[src/rtl/slurm_pkg.sv]
// Shared slurm-next constants: datapath widths, idle scratch register and
// architectural register indices. Also the writeback source select type.
package slurm_pkg;

  localparam int REG_BITS = 5;
  localparam int BITS     = 16;
  localparam int LD_DEPTH = 4;

  localparam logic [REG_BITS-1:0] IDLE_REG = 5'd31;

  localparam logic [REG_BITS-1:0] REG_FP  = 5'd12;
  localparam logic [REG_BITS-1:0] REG_SP  = 5'd13;
  localparam logic [REG_BITS-1:0] REG_ILR = 5'd14;
  localparam logic [REG_BITS-1:0] REG_LR  = 5'd15;

  typedef enum logic [1:0] {
    WB_IDLE,
    WB_ALU,
    WB_MEM
  } wb_src_e;

endpackage

[src/rtl/wb_pending_fifo.sv]
// In-order queue of pending load destinations, with a parallel compare of
// three register indices against every live entry.
module wb_pending_fifo #(
  parameter int DEPTH = 4,
  parameter int W     = 5
) (
  input  logic         clk_i,
  input  logic         rst_b_i,
  input  logic         push_i,
  input  logic [W-1:0] push_reg_i,
  input  logic         pop_i,
  output logic [W-1:0] head_o,
  output logic         full_o,
  output logic         empty_o,
  input  logic [W-1:0] match_a_reg_i,
  input  logic [W-1:0] match_b_reg_i,
  input  logic [W-1:0] match_c_reg_i,
  output logic         match_a_o,
  output logic         match_b_o,
  output logic         match_c_o
);

  localparam int PTR = $clog2(DEPTH);

  logic [W-1:0]     mem_q [DEPTH];
  logic [PTR-1:0]   wr_q, wr_d, rd_q, rd_d;
  logic [PTR:0]     cnt_q, cnt_d;
  logic [DEPTH-1:0] valid, hit_a, hit_b, hit_c;

  always_comb begin
    wr_d  = wr_q;
    rd_d  = rd_q;
    cnt_d = cnt_q;
    if (push_i) wr_d = wr_q + 1'b1;
    if (pop_i)  rd_d = rd_q + 1'b1;
    case ({push_i, pop_i})
      2'b10:   cnt_d = cnt_q + 1'b1;
      2'b01:   cnt_d = cnt_q - 1'b1;
      default: cnt_d = cnt_q;
    endcase
  end

  always_ff @(posedge clk_i) begin
    if (!rst_b_i) begin
      wr_q  <= '0;
      rd_q  <= '0;
      cnt_q <= '0;
    end else begin
      wr_q  <= wr_d;
      rd_q  <= rd_d;
      cnt_q <= cnt_d;
    end
  end

  // Storage needs no reset: liveness is decided by the pointers and count.
  always_ff @(posedge clk_i) begin
    if (push_i) mem_q[wr_q] <= push_reg_i;
  end

  for (genvar i = 0; i < DEPTH; i++) begin : g_slot
    localparam logic [PTR-1:0] IDX = PTR'(i);
    logic [PTR-1:0] off;
    assign off      = IDX - rd_q;
    assign valid[i] = {1'b0, off} < cnt_q;
    assign hit_a[i] = valid[i] && (mem_q[i] == match_a_reg_i);
    assign hit_b[i] = valid[i] && (mem_q[i] == match_b_reg_i);
    assign hit_c[i] = valid[i] && (mem_q[i] == match_c_reg_i);
  end

  assign head_o    = mem_q[rd_q];
  assign full_o    = (cnt_q == (PTR+1)'(DEPTH));
  assign empty_o   = (cnt_q == '0);
  assign match_a_o = |hit_a;
  assign match_b_o = |hit_b;
  assign match_c_o = |hit_c;

endmodule

[src/rtl/writeback_stage.sv]
// Writeback arbiter in front of the register-file write port: memory > ALU > idle.
// Optional WB_SCOREBOARD_EN enables load-use stall and WAW blocking of ALU writes.
module writeback_stage #(
  parameter int                  REG_BITS = slurm_pkg::REG_BITS,
  parameter int                  BITS     = slurm_pkg::BITS,
  parameter int                  LD_DEPTH = slurm_pkg::LD_DEPTH,
  parameter logic [REG_BITS-1:0] IDLE_REG = slurm_pkg::IDLE_REG
) (
  input  logic                CLK,
  input  logic                RSTb,
  input  logic                alu_valid,
  input  logic [REG_BITS-1:0] alu_reg,
  input  logic [BITS-1:0]     alu_data,
  output logic                alu_ready,
  input  logic                ld_issue,
  input  logic [REG_BITS-1:0] ld_reg,
  output logic                ld_ready,
  input  logic                mem_valid,
  input  logic [BITS-1:0]     mem_data,
  input  logic [REG_BITS-1:0] hazA_reg,
  input  logic [REG_BITS-1:0] hazB_reg,
  output logic                haz_stall,
  output logic                mem_err,
  output logic [REG_BITS-1:0] regIn,
  output logic [BITS-1:0]     regIn_data
);

  import slurm_pkg::*;

  logic                fifo_push, fifo_pop, fifo_full, fifo_empty;
  logic [REG_BITS-1:0] fifo_head;
  logic                match_a, match_b, match_alu;
  logic                waw;
  wb_src_e             src;
  logic [REG_BITS-1:0] reg_d, reg_q;
  logic [BITS-1:0]     data_d, data_q;
  logic                mem_err_d, mem_err_q;

  wb_pending_fifo #(
    .DEPTH (LD_DEPTH),
    .W     (REG_BITS)
  ) u_pending (
    .clk_i         (CLK),
    .rst_b_i       (RSTb),
    .push_i        (fifo_push),
    .push_reg_i    (ld_reg),
    .pop_i         (fifo_pop),
    .head_o        (fifo_head),
    .full_o        (fifo_full),
    .empty_o       (fifo_empty),
    .match_a_reg_i (hazA_reg),
    .match_b_reg_i (hazB_reg),
    .match_c_reg_i (alu_reg),
    .match_a_o     (match_a),
    .match_b_o     (match_b),
    .match_c_o     (match_alu)
  );

  // A pop frees a slot in the same cycle, so a full queue can still take a push.
  assign fifo_pop  = mem_valid & ~fifo_empty;
  assign ld_ready  = ~fifo_full | fifo_pop;
  assign fifo_push = ld_issue & ld_ready;

`ifdef WB_SCOREBOARD_EN
  assign waw       = match_alu;
  assign haz_stall = match_a | match_b;
`else
  logic unused_match;
  assign unused_match = match_a ^ match_b ^ match_alu;
  assign waw          = 1'b0;
  assign haz_stall    = 1'b0;
`endif

  assign alu_ready = alu_valid & ~fifo_pop & ~waw;

  always_comb begin
    src       = WB_IDLE;
    reg_d     = IDLE_REG;
    data_d    = '0;
    mem_err_d = mem_err_q | (mem_valid & fifo_empty);
    if (fifo_pop)       src = WB_MEM;
    else if (alu_ready) src = WB_ALU;
    case (src)
      WB_MEM: begin
        reg_d  = fifo_head;
        data_d = mem_data;
      end
      WB_ALU: begin
        reg_d  = alu_reg;
        data_d = alu_data;
      end
      default: begin
        reg_d  = IDLE_REG;
        data_d = '0;
      end
    endcase
  end

  always_ff @(posedge CLK) begin
    if (!RSTb) begin
      reg_q     <= IDLE_REG;
      data_q    <= '0;
      mem_err_q <= 1'b0;
    end else begin
      reg_q     <= reg_d;
      data_q    <= data_d;
      mem_err_q <= mem_err_d;
    end
  end

  assign regIn      = reg_q;
  assign regIn_data = data_q;
  assign mem_err    = mem_err_q;

endmodule

[config.mk]
export PLATFORM = sky130hd
export DESIGN_NAME = writeback_stage
export DESIGN_NICKNAME = d
export VERILOG_FILES = /design/src/rtl/slurm_pkg.sv /design/src/rtl/wb_pending_fifo.sv /design/src/rtl/writeback_stage.sv
export SDC_FILE = /design/constraint.sdc
export NUM_CORES = 1
export LEC_CHECK = 0
export BUFFER_PORTS_ARGS = -buffer_cell sky130_fd_sc_hd__buf_4
export CAP_MARGIN = 10
export CELL_PAD_IN_SITES_DETAIL_PLACEMENT = 0
export CELL_PAD_IN_SITES_GLOBAL_PLACEMENT = 1
export CORE_MARGIN = 2
export CORE_UTILIZATION = 36
export CTS_CLUSTER_DIAMETER = 30
export DETAILED_ROUTE_END_ITERATION = 6
export PLACE_DENSITY_LB_ADDON = 0.1
export SETUP_SLACK_MARGIN = 0.02
export SLEW_MARGIN = 40
export SYNTH_ARGS = -nofsm -noshare
export SYNTH_HDL_FRONTEND = slang
export SYNTH_SLANG_ARGS = --single-unit
export TNS_END_PERCENT = 20
[constraint.sdc]
create_clock -name CLK -period 2.4 [get_ports CLK]
set_input_delay 0.24 -clock CLK [delete_from_list [all_inputs] [get_ports CLK]]
set_output_delay 0.24 -clock CLK [all_outputs]
set_load 0.05 [all_outputs]
==> flow_summary_export.csv <==
group,metric,value,unit
pwr,vdd.ir_drop.worst,0.427,mV
synth,postSynthNetCount,248,
worst_setup_path,r2r_slack,700,ps
sta,period_minus_slack,1960,ps
global_route,antenna_found_initial,0,
global_route,grt.total_usage,14.5,%
synth,ys.warnings.count,0,
route,routed_wl,4.34,mm
route,wl_met1,2.01,mm
synth,synth_ff_type,"dfxtp_1",
cts,cts-root-buf,"clkbuf_8",
final_layout,diodes,0,
route,top_layer,"met4",
worst_setup_path,cp_slowest_cell,"nand2b_1",
die,initial_core_util,37.6,%
sta,fin_worst_skew,12.9,ps
placed_design,placedCellCount,317,
sta,finalSetupTns,0,ps
synth,synthCells,186,
route,post_drt_wl_per_cell,13.4,µm
die,boundaryPins,82,
route,drc_errors,0,
cts,clock_latency,310,ps
synth,synth_seq_cells,51,
synth,synthMuxAreaShare,5.84,%
worst_setup_path,max_stage_delay,420,ps
sta,max_freq,511,MHz
cts,cts_tree,"built",
cts,cts_resized,0,
synth,synth_top_family_by_area,"simple AND/OR/NAND/NOR gates",
worst_setup_path,worstSetupPathType,"flop to primary output",
worst_setup_path,crit_end,"alu_ready",
worst_setup_path,crit_start,"u_pending.cnt_q[0]$_SDFFE_PN0P_",
synth,yosys.area_share.simple,16.8,%
sta,drv_slew,0,
min_path,hp-start,"ld_reg[1]",
global_route,overflow,0,
die,core,5570,µm²
worst_setup_path,critPathLaunchType,"flop",
synth,synth-compound-area-share,9.90,%
global_route,grt_first_pass_wirelength,7.10,mm
final_layout,drive_gt1_share,34.4,%
pwr,p_total,2060,µW
worst_setup_path,rr_startpoint,"u_pending.cnt_q[0]$_SDFFE_PN0P_",
synth,synth_xor_xnor_area_share,2.09,%
final_layout,fin_cells,325,
sta,hold_viol_final,0,
worst_setup_path,cp_max_fo,11,
cts,cts.path.max_buffers,2,
route,drt-initial-drc-count,89,
synth,synth_top_cell_by_area,"dfxtp_1",
die,num_rows,27,
final_layout,layout_commonest_cell,"buf_4",
cts,cts.htree.levels,2,
worst_setup_path,worstPathCellList,"nor3_1 > nand2b_1 > and2_1 > buf_4",
global_route,grt_max_degree,32,
cts,postCtsHoldBufs,0,
synth,yosys-top-cells-area,"dfxtp_1, edfxtp_1, mux4_2, a21boi_0, nand2_1",
min_path,hp-class,"input port to flop",
final_layout,syn2layout_area_growth,31.9,%
placed_design,port_buffers,70,
synth,yosys.area_share.adder,3.34,%
worst_setup_path,endpoint_kind,"primary output",
sta,setup_viol,0,
die,die_w,80.3,µm
pwr,p_leak,0.00111,µW
sta,setup_slack,444,ps
placed_design,place.gp.congestion,0.728,
route,antenna_left,0,
worst_setup_path,critPathArrivalTime,1720,ps
synth,yosysSeqAreaShare,58.2,%
final_layout,fin_util,49.7,%
synth,synth.distinct_cells,35,
route,route.met3.wl,338,µm
sta,rsz0062_at_grt,"false",
synth,yosys.area.top_type_share,29.6,%
pwr,powerDensity,745,nW/µm²
route,vias_per_cell,4.68,
final_layout,final_nets,314,
placed_design,hpwlAfterDp,3.05,mm
worst_setup_path,r2r-end,"u_pending.cnt_q[2]$_SDFFE_PN0P_",
route,dr.pass1.iters,6,
die,die_y,80.3,µm
job,max_cap_violations,0,
cts,clkTransAtPathRegs,100,ps
worst_setup_path,required,2160,ps
die,dieArea,6460,µm²
global_route,grt_pass1_vias,1471,
cts,numClockSinks,51,
synth,netlist_area,2100,µm²
route,wl_met2,1.88,mm
synth,async_flop_share,0,%
route,vias,1521,
outcome,status,"finished, final reports clean",
synth,synth_area_per_cell,11.3,µm²
cts,post-cts-setup-buffers,0,
sta,min_period_over_period,81.5,%
cts,numCtsBuffers,5,
synth,synth-edff-count,20,
worst_setup_path,worstRegToRegCells,5,
placed_design,pre_cts_slack,730,ps
final_layout,final_cell_mix,"buf_4, dfxtp_1, nand2_1",
-- registers in the layout, summed over array words and instances (netlist names), named ones only --
name	cells
u_pending.mem_q	20
regIn_data	16
regIn	5
u_pending.cnt_q	3
u_pending.rd_q	2
u_pending.wr_q	2
mem_err	1
-- per-stage QoR --
stage                     hold WS [ps]  cell area [µm²]
after floorplan                    339             2100
after global placement             442             2680
after detailed placement           447             2680
after CTS                          113             2770
after global routing               108             2770
final                              120             2770
-- final cells by class --
| type | instances | area [µm²] |
|---|---|---|
| inverter | 4 | 15.0 |
| sequential | 51 | 1220 |
| clock inverter | 3 | 23.8 |
| tap | 72 | 90.1 |
| clock buffer | 5 | 68.8 |
| timing repair buffer | 73 | 548 |
| fill | 554 | 2810 |
| multi-input combinational | 117 | 801 |
-- metal layers --
layer | GRT usage (%) | vias to the layer above
met5 | 0 | -
met4 | 6.78 | 0
met3 | 4.04 | 11
met2 | 22.6 | 53
met1 | 18.5 | 685
li1 | - | 772
-- critical path: cells and delay by family (launching register included) --
| family | cells | cell delay (ps) |
|---|---|---|
| buffers and inverters | 1 | 190 |
| DFF | 1 | 380 |
| and+or+nand+nor | 3 | 830 |
-- Yosys cell counts (all sizes together), types with 2 or more instances --
cell,count
nor3b,5
nor2,8
nand3,16
and3,4
inv,4
ha,4
nand2,23
mux4,5
a21boi,17
a21oi,2
clkbuf,8
xnor2,3
buf,6
xor2,2
nand2b,3
edfxtp,20
and2,7
dfxtp,31
o21ai,6
-- worst min path at each step --
stage	end	slack [ps]	depth (start not counted)
after floorplan	u_pending.mem_q[0][0]$_DFFE_PP_	340	0
after global placement	u_pending.mem_q[2][2]$_DFFE_PP_	440	1
final	u_pending.mem_q[2][1]$_DFFE_PP_	120	1
after CTS	u_pending.mem_q[2][1]$_DFFE_PP_	110	1
after detailed placement	u_pending.mem_q[3][3]$_DFFE_PP_	450	1
after global routing	u_pending.mem_q[3][1]$_DFFE_PP_	110	1
-- power by group --
part	switching [µW]	internal [µW]	total [µW]
Sequential	42.5	977	1020
Clock	301	209	510
Combinational	314	218	532
Total	658	1400	2060
-- cell families (layout without fill, tap and decap cells) --
kind of cell / Yosys count / in the layout
AND/OR/NAND/NOR: 70 / 70
flip-flops: 51 / 51
AO/OA/AOI/OAI: 30 / 30
buffers and inverters: 18 / 85
multiplexers: 6 / 6
adder cells (fa/ha/maj): 5 / 5
XOR/XNOR: 5 / 5
other: 1 / 1
Note: power is estimated with default switching activity, not from simulation.
